**src/rtl/swan_pkg.sv**
```systemverilog
`default_nettype none
// +------------------------------------------------------------------+
// | swan_pkg : widths and compute-FSM encoding for swan256_stream_ctrl |
// | Rev 1.0                                                            |
// +------------------------------------------------------------------+
package swan_pkg;
  localparam int WORD_W     = 32;
  localparam int BLOCK_SIZE = 256;
  localparam int KEY_SIZE   = 256;
  localparam int WPB        = BLOCK_SIZE / WORD_W;
  localparam int CNT_W      = $clog2(WPB);

  typedef enum logic [1:0] {
    C_IDLE  = 2'd0,
    C_START = 2'd1,
    C_BUSY  = 2'd2,
    C_DONE  = 2'd3
  } cstate_t;
endpackage
`default_nettype wire

```
**src/rtl/swan_word_packer.sv**
```systemverilog
`default_nettype none
// +------------------------------------------------------------------+
// | swan_word_packer : WORD_W -> BLOCK_SIZE shift/fill buffer          |
// | Rev 1.0                                                            |
// +------------------------------------------------------------------+
module swan_word_packer #(
  parameter int WORD_W     = 32,
  parameter int BLOCK_SIZE = 256
) (
  input  logic                  clk,
  input  logic                  rst,
  input  logic                  i_push,
  input  logic [WORD_W-1:0]     i_data,
  input  logic                  i_clear,
  output logic [BLOCK_SIZE-1:0] o_block,
  output logic                  o_full
);
  localparam int WPB   = BLOCK_SIZE / WORD_W;
  localparam int CNT_W = (WPB > 1) ? $clog2(WPB) : 1;
  localparam logic [CNT_W-1:0] c_last_idx = CNT_W'(WPB - 1);

  logic [BLOCK_SIZE-1:0] r_buf;
  logic [CNT_W-1:0]      r_cnt;
  logic                  r_full;

  always_ff @(posedge clk) begin
    if (!rst) begin
      r_cnt  <= '0;
      r_full <= 1'b0;
    end else if (i_push) begin
      r_cnt <= (r_cnt == c_last_idx) ? '0 : r_cnt + 1'b1;
      if (r_cnt == c_last_idx) r_full <= 1'b1;
    end else if (i_clear) begin
      r_full <= 1'b0;
    end
  end

  // Shifting in from the right leaves the first word in the top (leftmost) slot.
  always_ff @(posedge clk) begin
    if (i_push) r_buf <= {r_buf[BLOCK_SIZE-WORD_W-1:0], i_data};
  end

  assign o_block = r_buf;
  assign o_full  = r_full;
endmodule
`default_nettype wire

```
**src/rtl/swan256_stream_ctrl.sv**
```systemverilog
`default_nettype none
// +------------------------------------------------------------------+
// | swan256_stream_ctrl : word-stream wrapper for the SWAN256 core     |
// | Optional CBC chaining when SWAN_CBC_EN is defined.      Rev 1.0    |
// +------------------------------------------------------------------+
module swan256_stream_ctrl import swan_pkg::*; (
  input  logic                  clk,
  input  logic                  rst,
  input  logic                  i_key_load,
  input  logic [KEY_SIZE-1:0]   i_key_in,
  input  logic                  i_s_valid,
  output logic                  o_s_ready,
  input  logic [WORD_W-1:0]     i_s_data,
  output logic                  o_m_valid,
  input  logic                  i_m_ready,
  output logic [WORD_W-1:0]     o_m_data,
  output logic                  o_m_last,
  output logic                  o_core_start,
  output logic [BLOCK_SIZE-1:0] o_core_inp,
  output logic [KEY_SIZE-1:0]   o_core_key,
  input  logic                  i_core_ready,
  input  logic [BLOCK_SIZE-1:0] i_core_out
`ifdef SWAN_CBC_EN
  ,
  input  logic                  i_iv_load,
  input  logic [BLOCK_SIZE-1:0] i_iv_in
`endif
);
  cstate_t               r_state, w_state_next;
  logic                  r_busy_first, r_live, w_start, w_capture;
  logic                  w_in_full, w_s_xfer, w_m_xfer;
  logic [BLOCK_SIZE-1:0] w_in_block, r_out_buf;
  logic [CNT_W-1:0]      r_out_cnt;
  logic                  r_out_full;
  logic [KEY_SIZE-1:0]   r_key;

  assign o_s_ready = r_live & ~w_in_full;
  assign w_s_xfer  = i_s_valid & o_s_ready;

  swan_word_packer #(.WORD_W(WORD_W), .BLOCK_SIZE(BLOCK_SIZE)) u_packer (
    .clk     (clk),
    .rst     (rst),
    .i_push  (w_s_xfer),
    .i_data  (i_s_data),
    .i_clear (w_start),
    .o_block (w_in_block),
    .o_full  (w_in_full)
  );

  always_ff @(posedge clk) begin
    if (!rst) begin
      r_state      <= C_IDLE;
      r_busy_first <= 1'b0;
      r_live       <= 1'b0;
      r_key        <= '0;
    end else begin
      r_state      <= w_state_next;
      r_busy_first <= (r_state == C_START);
      r_live       <= 1'b1;
      if (i_key_load) r_key <= i_key_in;
    end
  end

  // core_ready may still be stale in the first busy cycle, so it is masked there.
  always_comb begin
    w_state_next = r_state;
    w_start      = 1'b0;
    w_capture    = 1'b0;
    case (r_state)
      C_IDLE:  if (w_in_full) w_state_next = C_START;
      C_START: begin
        w_start      = 1'b1;
        w_state_next = C_BUSY;
      end
      C_BUSY:  if (!r_busy_first && i_core_ready) w_state_next = C_DONE;
      C_DONE:  if (!r_out_full) begin
        w_capture    = 1'b1;
        w_state_next = C_IDLE;
      end
      default: w_state_next = C_IDLE;
    endcase
  end

  assign o_core_start = w_start;
  assign o_core_key   = r_key;

`ifdef SWAN_CBC_EN
  logic [BLOCK_SIZE-1:0] r_chain;
  always_ff @(posedge clk) begin
    if (!rst)           r_chain <= '0;
    else if (i_iv_load) r_chain <= i_iv_in;
    else if (w_capture) r_chain <= i_core_out;
  end
  assign o_core_inp = w_in_block ^ r_chain;
`else
  assign o_core_inp = w_in_block;
`endif

  assign o_m_valid = r_out_full;
  assign o_m_last  = r_out_full & (r_out_cnt == CNT_W'(WPB - 1));
  assign w_m_xfer  = r_out_full & i_m_ready;
  assign o_m_data  = r_out_buf[BLOCK_SIZE-1 -: WORD_W];

  always_ff @(posedge clk) begin
    if (!rst) begin
      r_out_full <= 1'b0;
      r_out_cnt  <= '0;
    end else if (w_capture) begin
      r_out_full <= 1'b1;
      r_out_cnt  <= '0;
    end else if (w_m_xfer) begin
      r_out_cnt <= r_out_cnt + 1'b1;
      if (o_m_last) r_out_full <= 1'b0;
    end
  end

  // Output words leave from the top slot; the buffer shifts left per transfer.
  always_ff @(posedge clk) begin
    if (w_capture)     r_out_buf <= i_core_out;
    else if (w_m_xfer) r_out_buf <= r_out_buf << WORD_W;
  end
endmodule
`default_nettype wire
```
**config.mk**
```make
export PLATFORM = sky130hd
export DESIGN_NAME = swan256_stream_ctrl
export DESIGN_NICKNAME = d
export VERILOG_FILES = /design/src/rtl/swan_pkg.sv /design/src/rtl/swan_word_packer.sv /design/src/rtl/swan256_stream_ctrl.sv
export SDC_FILE = /design/constraint.sdc
export NUM_CORES = 1
export LEC_CHECK = 0
export BUFFER_PORTS_ARGS = -buffer_cell sky130_fd_sc_hd__buf_2
export CORE_AREA = 2 2 429 431
export CTS_CLUSTER_SIZE = 24
export DETAILED_ROUTE_END_ITERATION = 6
export DIE_AREA = 0 0 431 433
export HOLD_SLACK_MARGIN = 0.06
export SLEW_MARGIN = 15
export SYNTH_ARGS = -nofsm -noshare
export SYNTH_HDL_FRONTEND = slang
export SYNTH_HIERARCHICAL = 1
export SYNTH_SLANG_ARGS = --single-unit
```
**constraint.sdc**
```tcl
create_clock -name clk -period 8.15 [get_ports clk]
set_clock_uncertainty 0.1 [all_clocks]
set_input_delay 1.63 -clock clk [delete_from_list [all_inputs] [get_ports clk]]
set_output_delay 1.63 -clock clk [all_outputs]
set_load 0.01 [all_outputs]
```
==> results of run 1 <==
-- cells in the mapped netlist, types with 4 or more instances --
cell type,count
a21oi_1,4
buf_2,4
and2_1,35
nand2_1,678
buf_6,53
edfxtp_1,512
mux2i_1,258
ha_1,9
clkbuf_1,35
buf_4,51
dfxtp_1,268
nor2b_1,264
-- cell usage in the layout, fill, tap and decap left out, types with 2 or more instances in the layout --
cell / instances
clkinv_2: 7
buf_4: 11
dfxtp_1: 268
nor3b_1: 3
o21ai_0: 2
diode_2: 30
a21oi_1: 4
clkbuf_16: 95
and2_1: 34
clkinv_16: 4
mux2i_1: 258
clkinvlp_4: 6
clkinv_1: 17
bufinv_16: 7
inv_1: 2
buf_12: 4
buf_2: 1095
nor2b_1: 264
clkbuf_1: 11
clkbuf_8: 13
edfxtp_1: 512
clkinv_4: 5
inv_6: 8
nand2_1: 677
ha_1: 9
mux2_2: 2
-- kinds of logic (layout without fill, tap and decap cells) --
group	count (synthesis)	in the layout
buf+inv	146	1289
xor+xnor	1	1
mux	260	260
other cells	0	30
fa+ha+maj	9	9
simple gates	987	987
compound gates	10	10
flops	780	780
-- registers in the layout, indices dropped and copies added, names as in the netlist --
signal / count
u_packer/o_full: 1
r_out_cnt: 3
r_busy_first: 1
o_core_key: 256
u_packer/r_cnt: 3
o_m_valid: 1
u_packer/o_block: 256
r_out_buf: 256
r_state: 2
r_live: 1
-- area by class of cell --
type | instances | share of cell area [%]
repair buffers | 1112 | 14.18
clock buffers | 118 | 6.461
multi-input cells | 1267 | 18.27
well taps | 2385 | 7.462
inverters | 2 | 0.01877
diodes | 30 | 0.1877
clock inverters | 57 | 1.561
flip-flops and latches | 780 | 51.86
-- stage by stage --
step                      worst slack, ns  hold WS (ns)  instances  area [sq um]  total power [mW]
after global placement              4.438        0.3282       5546         36710             5.151
after CTS                           4.018        0.3350       5721         39920             9.537
after global routing                4.044        0.3438       5745         39980             9.720
after floorplan                    0.3016        0.3498       2193         29170             4.716
final                               4.280        0.3386       5751         39990             9.388
after detailed placement            4.424        0.3259       5546         36710             5.157
-- power groups by stage --
stage | Sequential [mW] | Clock (mW) | Combinational (mW)
2_1_floorplan | 4.52 | 0 | 0.193
5_1_grt | 4.41 | 4.59 | 0.725
3_5_place_dp | 4.48 | 0 | 0.681
6_report | 4.40 | 4.32 | 0.670
3_3_place_gp | 4.47 | 0 | 0.678
4_1_cts | 4.40 | 4.46 | 0.682
-- metal layers --
layer / part of all wire (%) / vias up
li1: - / 9552
met1: 34 / 9787
met2: 49 / 959
met3: 14 / 289
met4: 3.6 / 8
met5: 0.036 / -
-- worst paths after layout --
path,start,end,depth (start not counted)
worst min register to register,u_packer/o_block[165],u_packer/o_block[197],0
worst min-delay path,u_packer/o_block[165],u_packer/o_block[197],0
worst max-delay path,o_m_valid,o_m_last,2
worst max register to register,r_state[1],r_out_buf[43],6
-- critical path: cells and delay by family (launching register included) --
family / cells / cell delay [ns]
buffers and inverters: 1 / 0.25
and+or+nand+nor: 1 / 0.39
DFF: 1 / 0.77
==> results.tsv, run 1 <==
metric	value	unit
status	finished, final reports clean	
num_vias	20595	
h-tree-depth	3	
hold_viol	0	
cts_hold_buf	0	
nNetsFinal	3817	
synth_enable_flop_cells	512	
finalSetupViolations	0	
critPathLaunchType	flip-flop	
synth_compound_area_share	0.2316	%
cts_inserted_buffers	95	
multi_input_area	7306	sq um
required	6.42	ns
antenna_found_initial	93	
fmax	258.4	MHz
synth_area	29170	sq um
postLayoutCoreUtil	21.96	%
via_per_inst	3.581	
ys_ff_latch	780	
ant_nets	0	
clkSlewWorstSetupHoldPaths	0.06	ns
cp_slowest_cell	dfxtp_1	
drv_cap	0	
clock_latency	0.72	ns
drt-total-wl	144.3	mm
synth.distinct_cells	28	
synth_top_family_by_area	simple AND/OR/NAND/NOR gates	
cts_resized	0	
grt_pass1_wl	182.5	mm
critPathArrivalTime	2.14	ns
postCtsSetupBuffers	0	
yosys.area_share.simple	15.40	%
grt_overflow	0	
grtUsageMet1	14.57	%
die_area	186600	sq um
drt-initial-drc-count	1498	
start_util	16.02	%
grtUsageTotal	14.72	%
syn_nets	2752	
p_int	7.093	mW
yosysWarningCount	6	
slew_headroom	21.28	%
dr.pass1.iters	5	
setup_tns	0	ns
drc	0	
syn2layout_area_growth	37.10	%
fin_crit	3.870	ns
avgRoutedWirePerCell	25.09	microns
avgSynthCellArea	13.30	sq um
synthCells	2193	
cp_max_fo	14	
synth_top_area_share	52.71	%
synthMuxAreaShare	8.931	%
reg2reg_slack	4.87	ns
die_w	431	microns
crit_type	flip-flop to primary output	
p_leak	16.93	nW
portBuffers	1097	
cts_sinks	780	
regArea	20740	sq um
top_usage_layer	met2	
gp_congestion	0.8976	
fin_crit_sh	47.48	%
coreArea	182100	sq um
row_count	157	
fp.dieH	433	microns
tightest_slew	1.181	ns
synth_top_area_cell	edfxtp_1	
p_sw_share	24.45	%
cts_buffer_depth	3	
fillers	19638	
share_comb_of_total_power	7.1	%
cts_root_buffer	clkbuf_16	
p_sw	2.296	mW
use_met2	24.87	%
power_density	234.8	nW/um^2
grt_pass1_vias	19999	
synthAdderAreaFrac	0.3861	%
slowest_delay	0.77	ns
worstPathCellList	and2_1 > buf_2	
grt_max_degree	168	
drive_above_1_share	37.95	%
end_kind	primary output	
ioPinCount	1098	
async_reset_ff_share	0	%
rsz0062_at_grt	false	
cts_tree	done	
ys_dominant_reg_cell	edfxtp_1	
yosys-top-cells-area	edfxtp_1 53%, dfxtp_1 18%, mux2i_1 8.9%, nand2_1 8.7%, nor2b_1 5.7%	
hpwl	119.0	mm
ys_seq_area_share	71.10	%
met3_usage	9.028	%
pwr-share-clk	46.0	%
ir_worst_vdd	0.1595	mV
drv_slew	0	
synth_xor_area_share	0.03003	%
p_seq_share	46.8	%
worstHoldPathType	flip-flop to flip-flop	
(Power assumes the default switching activity.)
==> run 2, diff against run 1 <==
- clock period: 8.15 -> 3.15 ns (I/O delays scaled with it)
==> run 2 against run 1 <==
Critical path depth is 2 higher. Clock power is 140% higher. Clock-buffer cell count fell by 5. Register-to-register slack worse by 4.0 ns. Wire length is 5.0% higher. Largest power group unchanged. First-iteration DRC count grew 8.5%. Critical path type unchanged. Critical endpoint unchanged. Utilization grew 2.5 points. Worst hold slack worse by 0.21 ns. Non-clock buffer count rose by 462. Largest cell class unchanged. Setup slack got worse by 3.7 ns.
==> results.tsv, run 2 (same netlist as run 1, synthesis figures left out) <==
metric	value	unit	change
fillers	19154		-2.5%
avgRoutedWirePerCell	24.41	microns	-2.7%
slowest_delay	0.33	ns	-0.44 ns
required	2.42	ns	-4.00 ns
power_density	544.2	nW/um^2	+130%
p_sw_share	25.14	%	+0.69 points
num_vias	22827		+11%
syn2layout_area_growth	52.45	%	
die_w	431	microns	unchanged
critPathArrivalTime	1.79	ns	-0.35 ns
path_buf_inv	1		unchanged
slew_headroom	43.31	%	+22 points
ant_nets	0		unchanged
setup_tns	0	ns	unchanged
grt_pass1_vias	22840		+14%
p_int	18.12	mW	+160%
fmax	396.8	MHz	
fp.dieH	433	microns	unchanged
grt_overflow	0		unchanged
cts_root_buffer	clkbuf_16		
cp_common_cell	ha_1		
row_count	157		unchanged
final_cell_mix	1,095 x buf_2, 677 x nand2_1, 512 x edfxtp_1, 442 x dlygate4sd3_1, 268 x dfxtp_1		
cp_max_fo	3		-11
power	24.20	mW	+160%
start_util	16.02	%	unchanged
worstPathCellList	ha_1 > ha_1 > and2_1 > buf_2		
coreArea	182100	sq um	unchanged
h-tree-depth	3		unchanged
crit_type	flip-flop to primary output		
cts_inserted_buffers	92		-3.2%
die_area	186600	sq um	unchanged
drt-total-wl	151.5	mm	+5.0%
cts_tree	done		
drt-initial-drc-count	1625		+8.5%
fin_crit_sh	80.00	%	
postCtsSetupBuffers	0		unchanged
via_per_inst	3.679		+2.7%
drv_slew	0		unchanged
cts_hold_buf	442		+442
pwr-share-clk	43.5	%	-2.5 points
nNetsFinal	4276		+12%
grtUsageTotal	15.45	%	+0.73 points
hold_viol	0		unchanged
fin_crit	2.520	ns	
drive_above_1_share	33.61	%	-4.3 points
drv_cap	0		unchanged
portBuffers	1097		unchanged
status	finished, final reports clean		
critPathTopFamily	adder cells		
ioPinCount	1098		unchanged
clock_latency	0.71	ns	about the same
critPathLaunchType	flip-flop		
p_sw	6.085	mW	+170%
ir_worst_vdd	0.4363	mV	+170%
dr.pass1.iters	6		+1
share_comb_of_total_power	9.5	%	+2.4 points
p_leak	18.79	nW	+11%
mostFrequentLayoutCell	buf_2		
rsz0062_at_grt	false		
clkSlewWorstSetupHoldPaths	0.06	ns	about the same
grt_max_degree	86		-49%
finalSetupViolations	0		unchanged
gp_congestion	0.9295		+3.6%
cp_slowest_cell	dfxtp_1		
hpwl	123.1	mm	+3.4%
cts_buffer_depth	3		unchanged
end_kind	primary output		
tightest_slew	0.8503	ns	-0.3305 ns
cts_resized	0		unchanged
worstHoldPathType	primary input to flip-flop		
grt_pass1_wl	194.6	mm	+6.6%
cts_sinks	780		unchanged
drc	0		unchanged
p_seq_share	47.0	%	+0.2 points
antenna_found_initial	91		-2.2%
[run 2: power groups by stage]
stage | Sequential [mW] | Clock, mW | Combinational, mW
finish | 11.4 | 10.5 | 2.31
detailed placement | 11.6 | 0 | 1.83
CTS | 11.4 | 10.9 | 2.35
global route | 11.4 | 11.2 | 2.48
global placement | 11.6 | 0 | 1.82
floorplan | 11.7 | 0 | 0.499
[run 2: stage by stage]
step / hold slack, ns / utilization, % / cell area [sq um] / instances / setup WS [ns]
after floorplan: 0.3498 / - / 29190 / 2193 / 0.01286
after global placement: 0.3270 / 20.34 / 37030 / 5566 / 0.7706
after detailed placement: 0.3287 / 20.34 / 37030 / 5566 / 0.7469
after CTS: 0.06044 / 24.38 / 44390 / 6173 / 0.3948
after global routing: 0.07432 / 24.42 / 44460 / 6202 / 0.3922
final: 0.1256 / 24.42 / 44470 / 6205 / 0.6300
[run 2: path summary, 6_finish.rpt]
kind,start,end,slack [ns],depth (start not counted)
worst min-delay path,i_key_in[237],o_core_key[237],0.13,3
worst min register to register,u_packer/o_block[172],u_packer/o_block[204],0.34,0
worst max-delay path,r_out_cnt[0],o_m_last,0.63,4
worst max register to register,r_state[0],r_out_buf[244],0.88,4
[run 2: worst register-to-register path, stage by stage (launching register included)]
cell,delay (ns)
dfxtp_1,0.38
ha_1,0.37
nand2b_4,0.20
nand2_8,0.44
buf_4,0.43
[run 2: layout make-up]
| type | count | area (sq um) | area share (%) |
|---|---|---|---|
| well taps | 2385 | 2984 | 6.711 |
| clock inverters | 52 | 510.5 | 1.148 |
| inverters | 2 | 7.507 | 0.01688 |
| clock buffers | 113 | 2422 | 5.447 |
| diodes | 32 | 80.08 | 0.1801 |
| flip-flops and latches | 780 | 20740 | 46.64 |
| repair buffers | 1574 | 10410 | 23.41 |
| multi-input cells | 1267 | 7315 | 16.45 |
[run 2: routing by layer]
metal	up-vias	wire length (microns)	global-route usage, %
met4	8	7648	7.478
met2	1141	69770	24.49
met3	363	21730	9.796
met1	10864	52270	15.87
li1	10451	-	-
met5	-	48	0
